===== src/rtl/ex_mdu_stage_if.sv =====
// Request/response bundle between the execute stage and the multiply/divide unit.
// The master side is the pipeline; the slave side is ex_mdu_stage.
interface ex_mdu_stage_if #(
    parameter int DATA_WIDTH = 32,
    parameter int RD_WIDTH   = 5
);
    logic                  in_valid;
    logic                  in_ready;
    logic [2:0]            mdop;
    logic [DATA_WIDTH-1:0] opr_a;
    logic [DATA_WIDTH-1:0] opr_b;
    logic [RD_WIDTH-1:0]   rd_in;
    logic                  flush;
    logic                  out_valid;
    logic                  out_ready;
    logic [DATA_WIDTH-1:0] result;
    logic [RD_WIDTH-1:0]   rd_out;
    logic                  busy;

    modport master (
        output in_valid, mdop, opr_a, opr_b, rd_in, flush, out_ready,
        input  in_ready, out_valid, result, rd_out, busy
    );

    modport slave (
        input  in_valid, mdop, opr_a, opr_b, rd_in, flush, out_ready,
        output in_ready, out_valid, result, rd_out, busy
    );
endinterface


===== src/rtl/ex_mdu_stage.sv =====
// Iterative RV32M/RV64M multiply/divide unit (shift-add multiply, restoring divide).
// Define PAK_RV_MDU_FAST_MUL_EN to replace the iterative multiply with a one-cycle multiplier.
module ex_mdu_stage #(
    parameter int DATA_WIDTH = 32,
    parameter int RD_WIDTH   = 5
) (
    input  logic            clk,
    input  logic            rst_n,
    ex_mdu_stage_if.slave   mdu
);
    localparam int W  = DATA_WIDTH;
    localparam int CW = $clog2(DATA_WIDTH) + 1;
    localparam logic [W-1:0] MOST_NEG = {1'b1, {(W-1){1'b0}}};

    typedef enum logic [1:0] {IDLE, MUL, DIV, DONE} state_t;

    state_t              state_reg, state_next;
    logic [1:0]          op_reg;
    logic                neg_reg;
    logic [W-1:0]        mcand_reg;
    logic [2*W-1:0]      prod_reg;
    logic [CW-1:0]       cnt_reg;
    logic [W-1:0]        result_reg;
    logic [RD_WIDTH-1:0] rd_out_reg;

    // Request decode
    logic         a_signed, b_signed, sa, sb, neg_in;
    logic [W-1:0] abs_a, abs_b;
    logic         div_zero, div_ovf, special;
    logic [W-1:0] special_res;

    assign a_signed = (mdu.mdop == 3'd1) || (mdu.mdop == 3'd2) ||
                      (mdu.mdop == 3'd4) || (mdu.mdop == 3'd6);
    assign b_signed = (mdu.mdop == 3'd1) || (mdu.mdop == 3'd4) || (mdu.mdop == 3'd6);
    assign sa       = a_signed & mdu.opr_a[W-1];
    assign sb       = b_signed & mdu.opr_b[W-1];
    assign abs_a    = sa ? (W'(0) - mdu.opr_a) : mdu.opr_a;
    assign abs_b    = sb ? (W'(0) - mdu.opr_b) : mdu.opr_b;
    // Remainder follows the dividend sign; everything else takes the product/quotient sign.
    assign neg_in   = (mdu.mdop == 3'd6) ? sa : (sa ^ sb);

    assign div_zero = mdu.mdop[2] && (mdu.opr_b == '0);
    assign div_ovf  = mdu.mdop[2] && !mdu.mdop[0] &&
                      (mdu.opr_a == MOST_NEG) && (mdu.opr_b == '1);
    assign special  = div_zero || div_ovf;

    always_comb begin
        special_res = '0;
        if (div_zero)
            special_res = mdu.mdop[1] ? mdu.opr_a : '1;
        else
            special_res = mdu.mdop[1] ? '0 : MOST_NEG;
    end

`ifdef PAK_RV_MDU_FAST_MUL_EN
    logic [2*W-1:0] fast_a, fast_b, fast_prod;
    logic [W-1:0]   fast_res;

    // Sign-extended operands make the truncated product exact for all signedness mixes.
    assign fast_a    = {{W{sa}}, mdu.opr_a};
    assign fast_b    = {{W{sb}}, mdu.opr_b};
    assign fast_prod = fast_a * fast_b;
    assign fast_res  = (mdu.mdop[1:0] == 2'd0) ? fast_prod[W-1:0] : fast_prod[2*W-1:W];
`endif

    // One iteration of each datapath
    logic           last_iter;
    logic [W:0]     mul_sum;
    logic [2*W-1:0] mul_step, mul_full;
    logic [W-1:0]   mul_res;
    logic [W:0]     div_shift, div_diff;
    logic           div_ge;
    logic [2*W-1:0] div_step;
    logic [W-1:0]   div_raw, div_res;

    assign last_iter = (cnt_reg == CW'(W - 1));

    assign mul_sum  = {1'b0, prod_reg[2*W-1:W]} + (prod_reg[0] ? {1'b0, mcand_reg} : '0);
    assign mul_step = {mul_sum, prod_reg[W-1:1]};
    assign mul_full = neg_reg ? ((2*W)'(0) - mul_step) : mul_step;
    assign mul_res  = (op_reg == 2'd0) ? mul_full[W-1:0] : mul_full[2*W-1:W];

    // Upper half holds the partial remainder, lower half shifts dividend out and quotient in.
    assign div_shift = prod_reg[2*W-1:W-1];
    assign div_diff  = div_shift - {1'b0, mcand_reg};
    assign div_ge    = !div_diff[W];
    assign div_step  = {div_ge ? div_diff[W-1:0] : div_shift[W-1:0], prod_reg[W-2:0], div_ge};
    assign div_raw   = op_reg[1] ? div_step[2*W-1:W] : div_step[W-1:0];
    assign div_res   = neg_reg ? (W'(0) - div_raw) : div_raw;

    always_ff @(posedge clk or negedge rst_n) begin
        if (!rst_n)
            state_reg <= IDLE;
        else
            state_reg <= state_next;
    end

    always_comb begin
        state_next = state_reg;
        if (mdu.flush) begin
            state_next = IDLE;
        end else begin
            case (state_reg)
                IDLE: begin
                    if (mdu.in_valid) begin
                        if (special)
                            state_next = DONE;
                        else if (mdu.mdop[2])
                            state_next = DIV;
                        else
`ifdef PAK_RV_MDU_FAST_MUL_EN
                            state_next = DONE;
`else
                            state_next = MUL;
`endif
                    end
                end
                MUL:     if (last_iter) state_next = DONE;
                DIV:     if (last_iter) state_next = DONE;
                DONE:    if (mdu.out_ready) state_next = IDLE;
                default: state_next = IDLE;
            endcase
        end
    end

    always_ff @(posedge clk or negedge rst_n) begin
        if (!rst_n) begin
            op_reg     <= '0;
            neg_reg    <= 1'b0;
            mcand_reg  <= '0;
            prod_reg   <= '0;
            cnt_reg    <= '0;
            result_reg <= '0;
            rd_out_reg <= '0;
        end else if (mdu.flush) begin
            cnt_reg <= '0;
        end else begin
            case (state_reg)
                IDLE: begin
                    if (mdu.in_valid) begin
                        op_reg     <= mdu.mdop[1:0];
                        neg_reg    <= neg_in;
                        rd_out_reg <= mdu.rd_in;
                        cnt_reg    <= '0;
                        mcand_reg  <= mdu.mdop[2] ? abs_b : abs_a;
                        prod_reg   <= {{W{1'b0}}, (mdu.mdop[2] ? abs_a : abs_b)};
                        if (special)
                            result_reg <= special_res;
`ifdef PAK_RV_MDU_FAST_MUL_EN
                        else if (!mdu.mdop[2])
                            result_reg <= fast_res;
`endif
                    end
                end
                MUL: begin
                    prod_reg <= mul_step;
                    cnt_reg  <= cnt_reg + CW'(1);
                    if (last_iter)
                        result_reg <= mul_res;
                end
                DIV: begin
                    prod_reg <= div_step;
                    cnt_reg  <= cnt_reg + CW'(1);
                    if (last_iter)
                        result_reg <= div_res;
                end
                default: ;
            endcase
        end
    end

    assign mdu.in_ready  = (state_reg == IDLE);
    assign mdu.busy      = (state_reg != IDLE);
    assign mdu.out_valid = (state_reg == DONE);
    assign mdu.result    = result_reg;
    assign mdu.rd_out    = rd_out_reg;
endmodule


===== src/flat_wrapper.sv =====
// flat-port wrapper written by rule: the top's interface ports become plain ports
module ex_mdu_stage_flat 
#(
    parameter int DATA_WIDTH = 32,
    parameter int RD_WIDTH   = 5
)
  (clk, rst_n, mdu_in_valid, mdu_mdop, mdu_opr_a, mdu_opr_b, mdu_rd_in, mdu_flush, mdu_out_ready, mdu_in_ready, mdu_out_valid, mdu_result, mdu_rd_out, mdu_busy);
  ex_mdu_stage_if #(.DATA_WIDTH(DATA_WIDTH), .RD_WIDTH(RD_WIDTH)) mdu_i ();
  input  logic clk;
  input  logic rst_n;
  input wire logic [$bits(mdu_i.in_valid)-1:0] mdu_in_valid;
  input wire logic [$bits(mdu_i.mdop)-1:0] mdu_mdop;
  input wire logic [$bits(mdu_i.opr_a)-1:0] mdu_opr_a;
  input wire logic [$bits(mdu_i.opr_b)-1:0] mdu_opr_b;
  input wire logic [$bits(mdu_i.rd_in)-1:0] mdu_rd_in;
  input wire logic [$bits(mdu_i.flush)-1:0] mdu_flush;
  input wire logic [$bits(mdu_i.out_ready)-1:0] mdu_out_ready;
  output wire logic [$bits(mdu_i.in_ready)-1:0] mdu_in_ready;
  output wire logic [$bits(mdu_i.out_valid)-1:0] mdu_out_valid;
  output wire logic [$bits(mdu_i.result)-1:0] mdu_result;
  output wire logic [$bits(mdu_i.rd_out)-1:0] mdu_rd_out;
  output wire logic [$bits(mdu_i.busy)-1:0] mdu_busy;
  assign mdu_i.in_valid = mdu_in_valid;
  assign mdu_i.mdop = mdu_mdop;
  assign mdu_i.opr_a = mdu_opr_a;
  assign mdu_i.opr_b = mdu_opr_b;
  assign mdu_i.rd_in = mdu_rd_in;
  assign mdu_i.flush = mdu_flush;
  assign mdu_i.out_ready = mdu_out_ready;
  assign mdu_in_ready = mdu_i.in_ready;
  assign mdu_out_valid = mdu_i.out_valid;
  assign mdu_result = mdu_i.result;
  assign mdu_rd_out = mdu_i.rd_out;
  assign mdu_busy = mdu_i.busy;
  ex_mdu_stage #(.DATA_WIDTH(DATA_WIDTH), .RD_WIDTH(RD_WIDTH)) u_core (.clk(clk), .rst_n(rst_n), .mdu(mdu_i));
endmodule

===== config.mk =====
export PLATFORM = sky130hd
export DESIGN_NAME = ex_mdu_stage_flat
export DESIGN_NICKNAME = d
export VERILOG_FILES = /design/src/rtl/ex_mdu_stage_if.sv /design/src/rtl/ex_mdu_stage.sv /design/src/flat_wrapper.sv
export SDC_FILE = /design/constraint.sdc
export NUM_CORES = 1
export LEC_CHECK = 0
export BUFFER_PORTS_ARGS = -buffer_cell sky130_fd_sc_hd__buf_4
export CAP_MARGIN = 20
export CORE_MARGIN = 10
export CORE_UTILIZATION = 36
export DETAILED_ROUTE_END_ITERATION = 6
export GPL_TIMING_DRIVEN = 0
export MAX_ROUTING_LAYER = met4
export PLACE_DENSITY = 0.53
export SYNTH_ARGS = -nofsm -noshare
export SYNTH_HDL_FRONTEND = slang
export SYNTH_SLANG_ARGS = --single-unit

===== constraint.sdc =====
create_clock -name clk -period 4.7 [get_ports clk]
set_input_delay 0.235 -clock clk [delete_from_list [all_inputs] [get_ports clk]]
set_output_delay 0.235 -clock clk [all_outputs]
set_load 0.01 [all_outputs]

## Yosys cells after proc, flatten, opt, wreduce, memory -nomap -nowiden

Index checks and enable logic that the tools add are counted.

| storage, ports and cells | value |
|---|---|
| output and inout port bits | 40 |
| register bits | 144 |
| logic and storage cells | 91 |
| input bits | 77 |

| operators by class | value |
|---|---|
| bitwise operators | 4 |
| muxes and demuxes | 31 |
| reductions and logical operators | 24 |
| eq/ne operators | 17 |
| $add $sub $neg | 7 |

Operator list:

| kind | count |
|---|---|
| 2-to-1 mux 32 bit | 16 |
| one-hot mux 64 bit (3 select lines) | 1 |
| 2-to-1 mux 64 bit | 2 |
| one-hot mux 32 bit (3 select lines) | 1 |
| subtractor 1 x 32 -> 32 bit, first input constant | 3 |
| equality test 32 bit, second input constant | 2 |
| subtractor 1 x 64 -> 64 bit, first input constant | 1 |
| adder 32 x 33 -> 33 bit | 1 |
| subtractor 33 x 32 -> 33 bit | 1 |
| zero test 32 bit | 1 |
| 2-to-1 mux 2 bit | 6 |
| 2-to-1 mux 6 bit | 2 |
| one-hot mux 6 bit (2 select lines) | 1 |
| AND reduction 3 bit | 3 |
| adder 6 x 1 -> 6 bit, second input constant | 1 |
| equality test 3 bit, second input constant | 2 |
| equality test 6 x 5 -> 1 bit, second input constant | 1 |
| logical OR 1 bit | 6 |
| inequality test 2 x 1 -> 1 bit, second input constant | 3 |
| inequality test 3 bit, second input constant | 2 |
| one-hot mux 2 bit (3 select lines) | 1 |
| AND reduction 6 bit | 1 |
| nonzero test 3 bit | 2 |
| equality test 2 bit, second input constant | 2 |
| 15 further kinds | 21 |

## Depth between registers and ports, before layout

Gate-level depths: netlist (run 1).

| logic depth | value |
|---|---|
| depth after elaboration | 9 |
| mapped depth | 23 |
| gate-level depth less buffers | 21 |

## Least setup slack after synthesis (run 1)

Ideal clock, no wire load.

| timing | value |
|---|---|
| path kind | reg-to-reg |
| from | register u_core.prod_reg[50] |
| to | register u_core.result_reg[24] (netlist: u_core.mdu.result[24]) |
| path slack | -0.378 ns |
| data arrival time | 4.991 ns |
| stages on the path, launching flop included | 21 |
| path through | dfrtp_1 -> ha_1 -> clkbuf_1 -> a21oi_1 -> o21ai_0 -> a211o_1 -> a21oi_1 -> a21oi_1 -> nor2_1 -> clkbuf_1 -> clkbuf_1 -> o21ai_0 -> inv_1 -> ha_1 -> o21a_1 -> nand3_1 -> a2111oi_1 -> nor4b_1 -> a21oi_1 -> xnor2_1 -> o211ai_1 |

| between the ends | value |
|---|---|
| cells in the longest elaborated chain, start to end | 7 |
| elaborated cells between the ends (all ways) | 13 |
| classes of those cells | add/sub: 4; mux: 8; reduce/logical: 1 |

Ends and longest elaborated chain:

| item | RTL line | text |
|---|---|---|
| from (decl) | ex_mdu_stage.sv:21 | `logic [2*W-1:0] prod_reg;` |
| from (signal assigned) | ex_mdu_stage.sv:146 | `prod_reg <= {{W{1'b0}}, (mdu.mdop[2] ? abs_a : abs_b)};` |
| from (signal assigned) | ex_mdu_stage.sv:156 | `prod_reg <= mul_step;` |
| from (signal assigned) | ex_mdu_stage.sv:162 | `prod_reg <= div_step;` |
| subtractor 33 x 32 -> 33 bit | ex_mdu_stage.sv:85 | `assign div_diff = div_shift - {1'b0, mcand_reg};` |
| 2-to-1 mux 32 bit or zero test 1 bit (tied branches) | ex_mdu_stage.sv:87, ex_mdu_stage.sv:86 |  |
| 2-to-1 mux 32 bit | ex_mdu_stage.sv:88 | `assign div_raw = op_reg[1] ? div_step[2*W-1:W] : div_step[W-1:0];` |
| subtractor 1 x 32 -> 32 bit | ex_mdu_stage.sv:89 | `assign div_res = neg_reg ? (W'(0) - div_raw) : div_raw;` |
| 2-to-1 mux 32 bit | ex_mdu_stage.sv:89 |  |
| 2-to-1 mux 32 bit | ex_mdu_stage.sv:164 | `if (last_iter)` |
| one-hot mux 32 bit (3 select lines) * | ex_mdu_stage.sv:138 | `case (state_reg)` |
| to (signal assigned) | ex_mdu_stage.sv:148 | `result_reg <= special_res;` |
| to (signal assigned) | ex_mdu_stage.sv:159 | `result_reg <= mul_res;` |
| to (signal assigned) | ex_mdu_stage.sv:165 | `result_reg <= div_res;` |
| to (decl) | ex_mdu_stage.sv:23 | `logic [W-1:0] result_reg;` |

Every way passes the cells marked *; elsewhere a longest branch is shown, timed or not. The select of a mux whose other input is x is not followed.
A chain may end at the register's enable or synchronous reset.

## Worst setup path in the final report (run 1)

| timing | value |
|---|---|
| from | register u_core.prod_reg[0] |
| to | register u_core.result_reg[25] (netlist: u_core.mdu.result[25]) |

| between the ends | value |
|---|---|
| cells in the longest elaborated chain, start to end | 7 |
| elaborated cells between the ends (all ways) | 11 |
| classes of those cells | add/sub: 3; mux: 8 |

Ends and longest elaborated chain:

| item | RTL line | text |
|---|---|---|
| 2-to-1 mux 32 bit | ex_mdu_stage.sv:78 | `assign mul_sum = {1'b0, prod_reg[2*W-1:W]} + (prod_reg[0] ? {1'b0, mcand_reg} : '0);` |
| adder 32 x 33 -> 33 bit | ex_mdu_stage.sv:78 |  |
| subtractor 1 x 64 -> 64 bit | ex_mdu_stage.sv:80 | `assign mul_full = neg_reg ? ((2*W)'(0) - mul_step) : mul_step;` |
| 2-to-1 mux 64 bit | ex_mdu_stage.sv:80 |  |
| 2-to-1 mux 32 bit | ex_mdu_stage.sv:81 | `assign mul_res = (op_reg == 2'd0) ? mul_full[W-1:0] : mul_full[2*W-1:W];` |
| 2-to-1 mux 32 bit | ex_mdu_stage.sv:158 | `if (last_iter)` |
| one-hot mux 32 bit (3 select lines) * | ex_mdu_stage.sv:138 |  |

Marked as above.

==> reports/metrics.yaml, run 1 <==
logic_synthesis:
  postSynthAreaPerCell_sq_um: 7.12
  synth-main-ff-cell: "dfrtp_1"
  synth_seq_cells: 144
  syn_nets: 2572
  synth.top_cells.by_count: "nand2_1 (325), o21ai_0 (299), a21oi_1 (181), nor2_1 (175), dfrtp_1 (144)"
  syn_inst: 2418
  synthArstFlopShare: 1.00
  yosysTopAreaCellShare: 0.209
  ys_types: 99
  yosysTopAreaCell: "dfrtp_1"
  synthesis.area_sq_um: 17200
  ys_top_cells_by_area: "dfrtp_1 (21%), o21ai_0 (8.7%), nand2_1 (7.1%)"
  ys_seq_area_frac: 0.209
  yosysMostFrequentCell: "nand2_1"
  synth-edff-count: 0
  ys.warnings.count: 0
clock_network:
  numCtsBuffers: 17
  cts_buffer_depth: 2
  clk_latency_ps: 510
  h-tree-depth: 4
  clock-sinks: 144
  root_buffer: "clkbuf_16"
  clk_pin_slew_ps: 70
  cts_tree: "yes"
floorplanning:
  coreArea_sq_um: 47500
  die_w_microns: 239
  std_cell_rows: 80
  die_area_sq_um: 57000
  die-height_microns: 239
  start_util: 0.362
  io_pins: 117
power:
  power_density_nw_per_um2: 603
  p_leak_nw: 8.43
  vdd_drop_max_uv: 305
  total_power_mw: 13.1
timing:
  finClkSkew_ps: 14.8
  fmax_mhz: 196
  relSlewSlack: 0.155
  whs_ps: 79.0
  worstMarginPinSlew_ps: 1270
  fin_ws_ps: -398
  tns_ps: -2630
  final_max_slew_viol_count: 0
  fin_crit_sh: 1.08
  hold_viol: 0
  period_needed_ps: 5100
  rsz0062_at_grt: "true"
  setup_viol: 15
min_path:
  hold_path_class: "in2reg"
finish:
  stdcell_count: 3276
  largest_reg_flops: 64
  nFillCells: 4880
  area_growth_pct: 26.0
  drive_gt1_frac: 0.194
  final_cell_area_sq_um: 21700
  fin_nets: 2797
  finalCoreUtilization: 0.456
job:
  drv_cap: 0
worst_setup_path:
  criticalPathCategory: "reg2reg"
  endpoint_kind: "flip-flop"
  cp_slowest_stage_delay_ps: 560
  critPathSlowestCell: "or4_4"
  cp_cell_sequence: "clkbuf_16 > clkbuf_16 > and2_4 > ha_4 > fa_2 > a211oi_4 > o21ai_4 > o2111ai_4 > nand2_1 > o311a_4 > or4_4 > or3_4 > or3_4 > nor3_4 > mux2_4 > a311oi_2 > o21ai_1"
  worstPathMaxFanout: 6
  cp.arrival_ps: 5480
  crit_required_ps: 5090
  worstSetupStartpointType: "flip-flop"
global_route:
  grt_pass1_wl_mm: 141
  grt_use_total: 0.351
  grtUsageMet2: 0.545
  use_met3: 0.0664
  grt_pass1_vias: 20200
  grt-ovfl-total: 0
  met1_usage: 0.409
  busiest_layer: "met2"
  antenna_found_initial: 8
  grt_max_degree: 102
place:
  placed_cell_area_sq_um: 19000
  dp.final_hpwl_mm: 79.9
  port_buffers: 114
  placed_cells: 3152
  dp_slack_ps: -2600
  place.gp.congestion: 1.02
run_status:
  status: "finished with violations"
  violations: "setup timing"
routing:
  ant_nets: 0
  num_vias: 21000
  wire_per_inst_microns: 30.4
  viasPerCell: 6.41
  drt_pass1_iterations: 6
  wirelength_mm: 99.4
  drc: 0
  detail_route.iter0.violations: 2247
## path summary, 6_finish.rpt
kind | startpoint | slack, ps | end | depth (start not counted)
max | u_core.prod_reg[0] | -400 | u_core.mdu.result[25] | 17
min | mdu_flush | 80 | u_core.state_reg[1] | 2
max reg2reg | u_core.prod_reg[0] | -400 | u_core.mdu.result[25] | 17
min reg2reg | u_core.mdu.rd_out[3] | 480 | u_core.mdu.rd_out[3] | 2
max in group asynchronous | rst_n | 3530 | u_core.mcand_reg[12] | 3
min in group asynchronous | rst_n | 230 | u_core.mcand_reg[27] | 2
## cell type report
cell class	instances	area (sq um)	share of cell area
clock buffer	18	439	0.0202
inverter	76	288	0.0133
multi-input combinational	2027	13900	0.639
buffer	159	783	0.0361
sequential	144	3630	0.167
tap	615	769	0.0355
antenna	5	12.5	0.000577
clock inverter	14	155	0.00715
timing repair buffer	218	1740	0.0804
## metal layers
metal  vias to the layer above  wire (microns)  part of all wire
met5                         -               0                 0
li1                       9392               -                 -
met3                       254            7240             0.073
met4                         0            6890             0.069
met2                      1025           45500              0.46
met1                     10300           39900              0.40
## cell families after synthesis
kind of cell	after synthesis	synth area share
mux	34	0.0204
compound gates	892	0.331
fa+ha+maj	77	0.0568
simple gates	852	0.238
xor+xnor	172	0.0875
flops	144	0.209
buf+inv	247	0.0573
## cell usage in the layout (no fill, tap or decap), drive strengths merged, types with 9 or more instances in the layout
master,instances
nor2,175
a211oi,30
or3,31
a2111oi,10
o21ai,309
a31o,9
nor3,67
dfrtp,144
nand2b,14
or4,16
nand4,28
a22oi,71
nor4,32
a21o,33
a21oi,184
and2,45
buf,245
mux2i,26
ha,75
and3,19
a31oi,22
clkbuf,142
o211ai,49
o221ai,13
a221oi,14
o21a,20
xor2,80
xnor2,92
o41ai,14
o31ai,36
clkinv,9
nor2b,9
nand2,325
o2111ai,9
inv,78
nand3,46
## worst max-delay path: cells and delay by family (launching register included)
| kind | cells | cell delay [ps] |
|---|---|---|
| DFF | 1 | 390 |
| muxes | 1 | 330 |
| and+or+nand+nor | 6 | 1770 |
| buffers and inverters | 2 | 330 |
| AOI/OAI and AO/OA | 6 | 1570 |
| adders and majority gates | 2 | 560 |
## timing repair
item,4_1_cts,5_1_grt
resized for setup,200,105
pin swaps,61,50
hold buffers,6,0
hold endpoints to repair,48,0
setup buffers,59,37
endpoints found under the setup margin,57,29
## report_power, final
part / total, mW / switching, mW / leakage (nW) / internal (mW)
logic: 9.57 / 6.48 / 6.28 / 3.09
clock network: 1.48 / 0.676 / 0.293 / 0.802
registers: 2.03 / 0.388 / 1.85 / 1.65
Note: power is estimated with default switching activity, not from simulation.
==> inputs of run 2 (changes only) <==
HOLD_SLACK_MARGIN = 0.12   (was unset)
==> run 2 against run 1 <==
Compared with the run above: the run still ends with setup timing left; sequential power about the same; power up 0.17%; die area stayed put; cell count increased by 0.31%; clock power hardly changed; critical path depth unchanged; count of clock-buffer cells in the layout stayed put; global-route usage about the same; hold slack gained 55 ps; maximum frequency about the same; sequential cell count unchanged; first-iteration DRC count up 1.6%; critical endpoint unchanged; highest routed layer unchanged.
==> reports/metrics.yaml, run 2 (same netlist as run 1, synthesis figures left out) <==
worst_setup_path:
  cp_cell_sequence: "clkbuf_16 > clkbuf_16 > and2_4 > ha_4 > fa_2 > a211oi_4 > o21ai_4 > o2111ai_4 > nand2_1 > o311a_4 > or4_4 > or3_4 > or3_4 > nor3_4 > mux2_4 > a311oi_2 > o21ai_1"
  cp_slowest_stage_delay_ps: 550  # about the same
  cp.arrival_ps: 5480  # about the same
  cp-startpoint: "u_core.prod_reg[0]"
  reg2reg_slack_ps: -400  # about the same
  worstPathMaxFanout: 6  # unchanged
  reg2reg_to: "u_core.mdu.result[25]"
  critPathSlowestCell: "or4_4"
  cp-endpoint: "u_core.mdu.result[25]"
  endpoint_kind: "flip-flop"
  reg2reg_from: "u_core.prod_reg[0]"
  worstSetupStartpointType: "flip-flop"
  crit_required_ps: 5080  # about the same
  criticalPathCategory: "reg2reg"
  r2r_cells: 17  # unchanged
run_status:
  violations: "setup timing"
  status: "finished with violations"
place:
  place.gp.congestion: 1.02  # unchanged
  dp.final_hpwl_mm: 79.9  # unchanged
  port_buffers: 114  # unchanged
  dp_slack_ps: -2600  # unchanged
power:
  total_power_mw: 13.1  # +0.17%
  power_frac_comb: 0.732  # about the same
  vdd_drop_max_uv: 304  # -0.24%
  p_sw_frac: 0.577  # about the same
  switchingPower_mw: 7.56  # +0.23%
  internal-power_mw: 5.54  # about the same
  p_leak_nw: 8.47  # +0.46%
  p_seq_frac: 0.155  # about the same
  power_density_nw_per_um2: 601  # -0.31%
  pwr-share-clk: 0.113  # about the same
routing:
  wirelength_mm: 99.6  # +0.20%
  wl_met3_mm: 7.19  # -0.69%
  detail_route.iter0.violations: 2283  # +1.6%
  met1Wirelength_mm: 39.9  # +0.14%
  num_vias: 21100  # +0.46%
  wire_per_inst_microns: 30.3  # -0.11%
  wl_met2_mm: 45.6  # +0.39%
  top_layer_used: "met4"
  drc: 0  # unchanged
  viasPerCell: 6.42  # +0.16%
  ant_nets: 0  # unchanged
  drt_pass1_iterations: 6  # unchanged
timing:
  final_max_slew_viol_count: 0  # unchanged
  finClkSkew_ps: 12.1  # -2.66 ps
  fin_ws_ps: -398  # +0.183 ps
  fmax_mhz: 196  # about the same
  tns_ps: -2710  # -75.2 ps
  worstMarginPinSlew_ps: 1270  # +6.01 ps
  setup_viol: 15  # unchanged
  fin_crit_sh: 1.08  # about the same
  relSlewSlack: 0.151  # -0.00401
  rsz0062_at_grt: "true"
  hold_viol: 0  # unchanged
  period_needed_ps: 5100  # -0.183 ps
finish:
  final_common_cell: "nand2_1"
  fin_nets: 2807  # +0.36%
  drive_gt1_frac: 0.191  # -0.00223
  largest_reg_flops: 64  # unchanged
  final_cell_mix: "nand2_1 (315), o21ai_0 (276), buf_4 (196)"
  area_growth_pct: 26.6
floorplanning:
  die-height_microns: 239  # unchanged
  die_area_sq_um: 57000  # unchanged
  die_w_microns: 239  # unchanged
  io_pins: 117  # unchanged
  coreArea_sq_um: 47500  # unchanged
  start_util: 0.362  # unchanged
  std_cell_rows: 80  # unchanged
clock_network:
  clk_pin_slew_ps: 70  # about the same
  cts_buffer_depth: 2  # unchanged
  h-tree-depth: 4  # unchanged
  clk_latency_ps: 510  # about the same
  numCtsBuffers: 17  # unchanged
  root_buffer: "clkbuf_16"
  clock-sinks: 144  # unchanged
  cts_tree: "yes"
global_route:
  grt_use_total: 0.351  # about the same
  grt_pass1_wl_mm: 141  # +0.12%
  grt_max_degree: 102  # unchanged
  antenna_found_initial: 8  # unchanged
  grt-ovfl-total: 0  # unchanged
  grt_pass1_vias: 20300  # +0.30%
min_path:
  hold_path_class: "in2reg"
job:
  drv_cap: 0  # unchanged
-- run 2: cell type report --
class | instances | area (sq um)
clock inverter | 14 | 155
antenna | 5 | 12.5
fill | 4857 | 25800
multi-input combinational | 2027 | 13900
timing repair buffer | 228 | 1850
buffer | 159 | 783
tap | 615 | 769
inverter | 76 | 288
sequential | 144 | 3630
clock buffer | 18 | 439
-- run 2: power by group through the flow --
stage / sequential (mW) / clock [mW] / combinational, mW
after floorplan: 1.89 / 0 / 4.90
after global placement: 2.02 / 0 / 8.08
after detailed placement: 2.02 / 0 / 8.10
after CTS: 2.01 / 1.48 / 8.90
after global routing: 2.07 / 1.54 / 10.0
final: 2.03 / 1.48 / 9.59
-- run 2: through the flow --
stage	area (sq um)	util	hold WS, ps	cells
floorplan	17300	-	-60.6	2418
global placement	18900	0.398	433	3147
detailed placement	19000	0.399	163	3152
CTS	21100	0.444	129	3253
global route	21800	0.458	155	3286
finish	21800	0.458	134	3286
-- run 2: worst min-delay path by stage --
stage | from | endpoint | slack (ps) | cells after the start
finish | mdu_opr_b[0] | u_core.mcand_reg[0] | 130 | 3
detailed placement | rst_n | u_core.mcand_reg[27] | 160 | 1
CTS | mdu_opr_b[0] | u_core.mcand_reg[0] | 130 | 3
global route | mdu_opr_b[0] | u_core.mcand_reg[0] | 150 | 3
global placement | mdu_rd_in[4] | u_core.mdu.rd_out[4] | 430 | 3
floorplan | rst_n | u_core.cnt_reg[0] | -60 | 0
-- run 2: metal layers --
layer,vias to the layer above,global-route usage
li1,9410,-
met1,10400,0.409
met2,1003,0.544
met3,247,0.0666
met4,0,0.234
met5,-,-
-- run 2: timing repair --
action,4_1_cts,5_1_grt
setup buffers,59,34
hold buffers,18,1
pin swaps,61,50
hold endpoints to repair,104,1
resized for setup,200,104
endpoints found under the setup margin,57,30
-- run 2: critical path, delay by kind of cell (launching register included) --
kind | cells | cell delay, ps
adder cells (fa/ha/maj) | 2 | 560
flip-flops | 1 | 390
AND/OR/NAND/NOR | 6 | 1750
multiplexers | 1 | 330
buffers and inverters | 2 | 330
AO/OA/AOI/OAI | 6 | 1570
